[src/rtl/kare_pkg.sv]
// Shared definitions for the squaring stage and the sum-of-squares accumulator.
package kare_pkg;
    localparam int SQ_W      = 8;
    localparam int CNT_W_DEF = 4;
    localparam int ACC_W_DEF = SQ_W + CNT_W_DEF;

    typedef enum logic [1:0] {
        IDLE = 2'd0,
        ACC  = 2'd1,
        DONE = 2'd2
    } kare_state_t;
endpackage

[src/rtl/kare_toplayici_4bit.sv]
// Sum-of-squares accumulator: collects a burst of 8-bit squares, holds the total until taken.
// Optional max_out port (largest accepted square) is built when KARE_TOPLAYICI_MAX_EN is defined.
module kare_toplayici_4bit
    import kare_pkg::*;
#(
    parameter int CNT_W = CNT_W_DEF,
    parameter int ACC_W = SQ_W + CNT_W
) (
    input  logic              clk,
    input  logic              rst_n,
    input  logic              start,
    input  logic [CNT_W-1:0]  len,
    input  logic [SQ_W-1:0]   kare_in,
    input  logic              in_valid,
    output logic              in_ready,
    output logic [ACC_W-1:0]  sum_out,
    output logic              out_valid,
    input  logic              out_ready,
    output logic              busy
`ifdef KARE_TOPLAYICI_MAX_EN
    ,
    output logic [SQ_W-1:0]   max_out
`endif
);

    kare_state_t       r_state;
    logic [ACC_W-1:0]  r_acc;
    logic [CNT_W-1:0]  r_rem;
    logic              r_in_ready;
    logic              r_out_valid;
    logic              r_busy;
`ifdef KARE_TOPLAYICI_MAX_EN
    logic [SQ_W-1:0]   r_max;
`endif

    logic [ACC_W-1:0]  w_kare_ext;
    logic              w_accept;
    logic              w_len_nz;

    assign w_kare_ext = {{(ACC_W-SQ_W){1'b0}}, kare_in};
    assign w_accept   = in_valid & r_in_ready;
    assign w_len_nz   = (len != {CNT_W{1'b0}});

    // Burst control FSM with registered handshake outputs, accumulator and beat counter.
    always_ff @(posedge clk or negedge rst_n) begin
        if (!rst_n) begin
            r_state     <= IDLE;
            r_acc       <= {ACC_W{1'b0}};
            r_rem       <= {CNT_W{1'b0}};
            r_in_ready  <= 1'b0;
            r_out_valid <= 1'b0;
            r_busy      <= 1'b0;
`ifdef KARE_TOPLAYICI_MAX_EN
            r_max       <= {SQ_W{1'b0}};
`endif
        end else begin
            case (r_state)
                IDLE: begin
                    // A zero-length request would never produce a beat, so it is dropped here.
                    if (start && w_len_nz) begin
                        r_state    <= ACC;
                        r_acc      <= {ACC_W{1'b0}};
                        r_rem      <= len;
                        r_in_ready <= 1'b1;
                        r_busy     <= 1'b1;
`ifdef KARE_TOPLAYICI_MAX_EN
                        r_max      <= {SQ_W{1'b0}};
`endif
                    end
                end
                ACC: begin
                    if (w_accept) begin
                        r_acc <= r_acc + w_kare_ext;
                        r_rem <= r_rem - {{(CNT_W-1){1'b0}}, 1'b1};
`ifdef KARE_TOPLAYICI_MAX_EN
                        if (kare_in > r_max) begin
                            r_max <= kare_in;
                        end
`endif
                        if (r_rem == {{(CNT_W-1){1'b0}}, 1'b1}) begin
                            r_state     <= DONE;
                            r_in_ready  <= 1'b0;
                            r_out_valid <= 1'b1;
                        end
                    end
                end
                DONE: begin
                    if (out_ready) begin
                        r_state     <= IDLE;
                        r_out_valid <= 1'b0;
                        r_busy      <= 1'b0;
                    end
                end
                default: begin
                    r_state     <= IDLE;
                    r_in_ready  <= 1'b0;
                    r_out_valid <= 1'b0;
                    r_busy      <= 1'b0;
                end
            endcase
        end
    end

    assign in_ready  = r_in_ready;
    assign out_valid = r_out_valid;
    assign busy      = r_busy;
    assign sum_out   = r_acc;
`ifdef KARE_TOPLAYICI_MAX_EN
    assign max_out   = r_max;
`endif

endmodule

[config.mk]
export PLATFORM = sky130hd
export DESIGN_NAME = kare_toplayici_4bit
export DESIGN_NICKNAME = d
export VERILOG_FILES = /design/src/rtl/kare_pkg.sv /design/src/rtl/kare_toplayici_4bit.sv
export SDC_FILE = /design/constraint.sdc
export NUM_CORES = 1
export LEC_CHECK = 0
export CAP_MARGIN = 15
export CORE_MARGIN = 3
export CORE_UTILIZATION = 35
export DETAILED_ROUTE_END_ITERATION = 6
export PLACE_DENSITY_LB_ADDON = 0.25
export SLEW_MARGIN = 5
export SYNTH_ARGS = -nofsm -noshare
export SYNTH_HDL_FRONTEND = slang
export SYNTH_SLANG_ARGS = --single-unit
export TNS_END_PERCENT = 100
[constraint.sdc]
create_clock -name clk -period 2.75 [get_ports clk]
set_input_delay 0.4125 -clock clk [delete_from_list [all_inputs] [get_ports clk]]
set_output_delay 0.4125 -clock clk [all_outputs]
set_load 0.1 [all_outputs]
Word-level counts from Yosys, hierarchy flattened
Cells that the tools add are included.
{"block": "word_totals", "reg_bits": 21, "out_inout_bits": 15, "inputBits": 17}
{"block": "classes", "eq_ne": 7, "muxes": 20, "bitwise": 4, "addsub": 2, "n_reduce_logical": 9}
{"cell": "2-to-1 mux 12 bit", "count": 2}
{"cell": "one-hot mux 12 bit (2 select lines)", "count": 1}
{"cell": "adder 12 x 8 -> 12 bit", "count": 1}
{"cell": "AND reduction 4 bit", "count": 3}
{"cell": "one-hot mux 1 bit (3 select lines)", "count": 3}
{"cell": "2-to-1 mux 2 bit", "count": 4}
{"cell": "2-to-1 mux 4 bit", "count": 2}
{"cell": "!= test 2 bit, second input constant", "count": 4}
{"cell": "one-hot mux 4 bit (2 select lines)", "count": 1}
{"cell": "2-to-1 mux 1 bit", "count": 6}
{"cell": "one-hot mux 2 bit (3 select lines)", "count": 1}
{"cell": "AND reduction 3 bit", "count": 2}
{"cell": "equality test 4 x 1 -> 1 bit, second input constant", "count": 1}
{"cell": "nonzero test 4 bit", "count": 1}
{"cell": "subtractor 4 x 1 -> 4 bit, second input constant", "count": 1}
{"cell": "inverter 1 bit", "count": 3}
{"cell": "equality test 2 x 1 -> 1 bit, second input constant", "count": 1}
{"cell": "equality test 2 bit, second input constant", "count": 1}
{"cell": "logical NOT 2 bit", "count": 1}
{"cell": "nonzero test 2 bit", "count": 1}
{"cell": "AND 1 bit", "count": 1}
{"cell": "logical AND 1 bit", "count": 1}

Longest topological paths before layout
{"block": "depth", "word_depth": 4, "depth_mapped": 7, "ltp_nobuf": 7}

Worst setup path after synthesis
Ideal clock, no wire load.
{"block": "synth_path", "path_type": "flip-flop to flip-flop", "start": "reg r_acc[0], in the netlist sum_out[0]", "end": "reg r_acc[6], in the netlist sum_out[6]", "required_time_ps": 2628, "synth_period_minus_slack_ps": 2497, "t_arrival_ps": 2375, "setup_time_ps": 122, "path_stages_with_launch": 8, "path_buffers": 0, "setup_slack_ps": 253, "path_cell_list": "dfrtp_1 -> ha_1 -> fa_1 -> a211oi_1 -> o21bai_1 -> a21oi_1 -> xnor2_1 -> a22o_1"}
{"block": "synth_via", "elab_chain_len": 3}
{"element": "start: declaration", "line": "kare_toplayici_4bit.sv:27", "source": "logic [ACC_W-1:0] r_acc;"}
{"element": "start signal: assignment", "line": "kare_toplayici_4bit.sv:48", "source": "r_acc <= {ACC_W{1'b0}};"}
{"element": "start signal: assignment", "line": "kare_toplayici_4bit.sv:62", "source": "r_acc <= {ACC_W{1'b0}};"}
{"element": "start signal: assignment", "line": "kare_toplayici_4bit.sv:73", "source": "r_acc <= r_acc + w_kare_ext;"}
{"element": "adder 12 x 8 -> 12 bit", "line": "kare_toplayici_4bit.sv:73"}
{"element": "2-to-1 mux 12 bit", "line": "kare_toplayici_4bit.sv:72", "source": "if (w_accept) begin"}
{"element": "one-hot mux 12 bit (2 select lines)", "line": "kare_toplayici_4bit.sv:57", "source": "case (r_state)"}
Every way passes these cells. The select of a mux whose other input is x is not followed.
A chain may end at the register's enable or synchronous reset.

Worst setup path in the final report
{"block": "layout_path", "start": "in kare_in[0]", "end": "reg r_acc[6], in the netlist sum_out[6]"}
{"block": "layout_via", "elab_chain_len": 3}
{"element": "start: declaration", "line": "kare_toplayici_4bit.sv:13", "source": "input logic [SQ_W-1:0] kare_in,"}
{"element": "adder 12 x 8 -> 12 bit", "line": "kare_toplayici_4bit.sv:73"}
{"element": "2-to-1 mux 12 bit", "line": "kare_toplayici_4bit.sv:72"}
{"element": "one-hot mux 12 bit (2 select lines)", "line": "kare_toplayici_4bit.sv:57"}
Every way passes these cells. The select of a mux whose other input is x is not followed.

==> metrics.json <==
{
  "antenna_cells_inserted": 0,
  "synth_top_cell_by_area": "dfrtp_1",
  "vertical_extent_of_the_die_um": 67.4,
  "synthesized_flop_and_latch_total": 21,
  "max_slew.worst_pin.slew_ps": 388,
  "wire_length_of_the_first_global_routing_pass_um": 4970,
  "end_kind": "flip-flop",
  "cpMaxStageDelayCell": "fa_1",
  "synth_ff_type": "dfrtp_1",
  "seq_area_frac_synth_pct": 39.8,
  "num_rows": 21,
  "status": "complete, no violations",
  "worst-endpoint-arrival_ps": 2440,
  "pin_count_of_the_biggest_net_entering_global_routing": 22,
  "clkTransAtPathRegs_ps": 80,
  "main_combinational_cell_family_by_area_after_synthesis": "compound AO/OA/AOI/OAI gates",
  "crit_chain": "clkdlybuf4s50_1 -> ha_1 -> fa_1 -> a211oi_1 -> o21bai_1 -> a21oi_1 -> xnor2_1 -> a22o_1",
  "placement.io_buffers": 31,
  "drt_iter0_markers": 81,
  "clk_root_buffer_cell": "clkbuf_8",
  "htree_levels": 1,
  "timing_hold_violations_final": 0,
  "die_area_um2": 4540,
  "timing.clock.skew_ps": 2.42,
  "placed_area_um2": 1650,
  "grt_util_all_layers_pct": 14.2,
  "drt_drc_violations_left": 0,
  "antenna_found_initial": 0,
  "maxSlewHeadroom_pct": 74.0,
  "drtPass1Iterations": 4,
  "cp-start-kind": "input pin",
  "gr-usage-met2_pct": 23.2,
  "setup_ws_ps": 462,
  "detail_route.vias_per_cell": 5.31,
  "numClockSinks": 21,
  "weighted_congestion_reported_at_the_end_of_routability_driven_placement": 0.801,
  "worst_stage_delay_on_the_critical_path_ps": 430,
  "setup-violations-final": 0,
  "compound_gate_portion_of_the_synthesized_area_pct": 24.1,
  "finalCriticalPeriod_ps": 2290,
  "routed-via-count": 1142,
  "synth_warnings": 0,
  "cts_resized": 0,
  "synthTopCellsByArea": "dfrtp_1 (40%), ha_1 (9.5%), nor2_1 (4.8%)",
  "wl_per_cell_um": 13.8,
  "post-synth-top-area-fraction_pct": 39.8,
  "die_x_um": 67.4,
  "layout.nets": 198,
  "synth-simple-area-share_pct": 17.5,
  "timing_worst_setup_path_type": "in -> reg",
  "cts_setup_buffers": 0,
  "max_freq_mhz": 437,
  "fin_crit_sh_pct": 83.2,
  "yosys.cell_count.top_type": "dfrtp_1",
  "synthDistinctLibCells": 39,
  "hp-class": "in -> async",
  "finalMaxSlewViolations": 0,
  "worst-path-buf-inv": 1,
  "timing.critical_path.required_ps": 2900,
  "critical_path.top_delay_family": "compound AO/OA/AOI/OAI gates",
  "floorplan.initialDensity_pct": 37.8,
  "fillerInstances": 335,
  "ys_top_cells_by_count": "dfrtp_1 (21), nor2_1 (17), a21oi_1 (10), ha_1 (10), nand2_1 (9)",
  "grt.met3_usage_pct": 2.16,
  "cts-hold-fix-buffers": 0,
  "cts.path.max_buffers": 2,
  "cts_tree": "done",
  "finalInstanceArea_um2": 1700,
  "mappedNetlistNets": 162,
  "clk-insertion-delay-late_ps": 260,
  "synth_mux_area_share_pct": 0,
  "dpl.hpwl_um": 2330,
  "core-area_um2": 3490,
  "groute.layer.met1.usage_pct": 18.9,
  "crit_fanout": 3,
  "synth_adder_area_share_pct": 11.0,
  "summed_instance_area_of_the_synthesized_netlist_um2": 1320,
  "grt_pass1_vias": 1135,
  "max_cap_violations": 0,
  "ios": 32,
  "layout-drive-gt1-share_pct": 16.0,
  "number_of_enable_flip_flop_cells_after_synthesis": 0,
  "synth_xor_xnor_area_share_pct": 4.64,
  "synth_async_sr_flop_share_pct": 100,
  "syn-mean-instance-area_um2": 9.85,
  "postSynthCellCount": 134,
  "grt.busiest_layer": "met2",
  "wl_um": 2980,
  "cts_buffers": 3,
  "grt_overflow": 0,
  "fin_tns_setup_ps": 0,
  "rsz_0062_raised_after_global_routing": "false",
  "pre_cts_slack_ps": 193,
  "area_growth_pct": 28.4,
  "detail-route-antenna-nets": 0
}
[cells by family after synthesis]
group                      after synthesis
AOI/OAI and AO/OA                       45
and+or+nand+nor                         43
DFF                                     21
adders and majority gates               11
xor gates and xnor gates                 7
buffers and inverters                    7
[registers in the layout (all words and copies together) (netlist names)]
| name | flops |
|---|---|
| sum_out | 12 |
| busy | 1 |
| in_ready | 1 |
| r_rem | 4 |
| r_state | 2 |
| out_valid | 1 |
[stage by stage]
stage | cells | util (%) | hold slack, ps
after floorplan | 134 | - | 117
after global placement | 211 | 47.2 | 496
after detailed placement | 211 | 47.2 | 502
after CTS | 215 | 48.5 | 516
after global routing | 215 | 48.5 | 529
final | 215 | 48.5 | 501
[area by class of cell]
class	instances	area, um^2	share of cell area [%]
clock buffers	3	41.3	2.44
well taps	46	57.6	3.39
inverters	4	15.0	0.886
multi-input cells	106	756	44.6
repair buffers	34	295	17.4
clock inverters	1	5.00	0.295
flip-flops and latches	21	526	31.0
[per-layer routing]
layer	vias up	part of all wire, %
met4	0	0.50
met3	2	4.9
li1	560	-
met5	-	0
met1	550	48
met2	30	47
[cell usage in the layout, fill, tap and decap left out, types with 5 or more instances in the layout]
cell             instances
a21o_1                   5
ha_1                    10
nand2_1                  9
o21ai_0                  6
a21oi_1                 10
a22o_1                   7
clkdlybuf4s50_1         16
nor2_1                  17
dfrtp_1                 21
buf_4                   18
[worst paths after layout]
| check | start | end | slack (ps) | cells after the start |
|---|---|---|---|---|
| max reg2reg | sum_out[0] | sum_out[6] | 640 | 7 |
| min reg2reg | out_valid | out_valid | 510 | 1 |
| min | rst_n | sum_out[7] | 500 | 2 |
| max | kare_in[0] | sum_out[6] | 460 | 8 |
| max in group asynchronous | rst_n | r_rem[2] | 2030 | 2 |
| min in group clk | out_valid | out_valid | 510 | 1 |
Power is not shown: default switching activity piles up to over one toggle a cycle in this logic, so the estimate is an artifact.
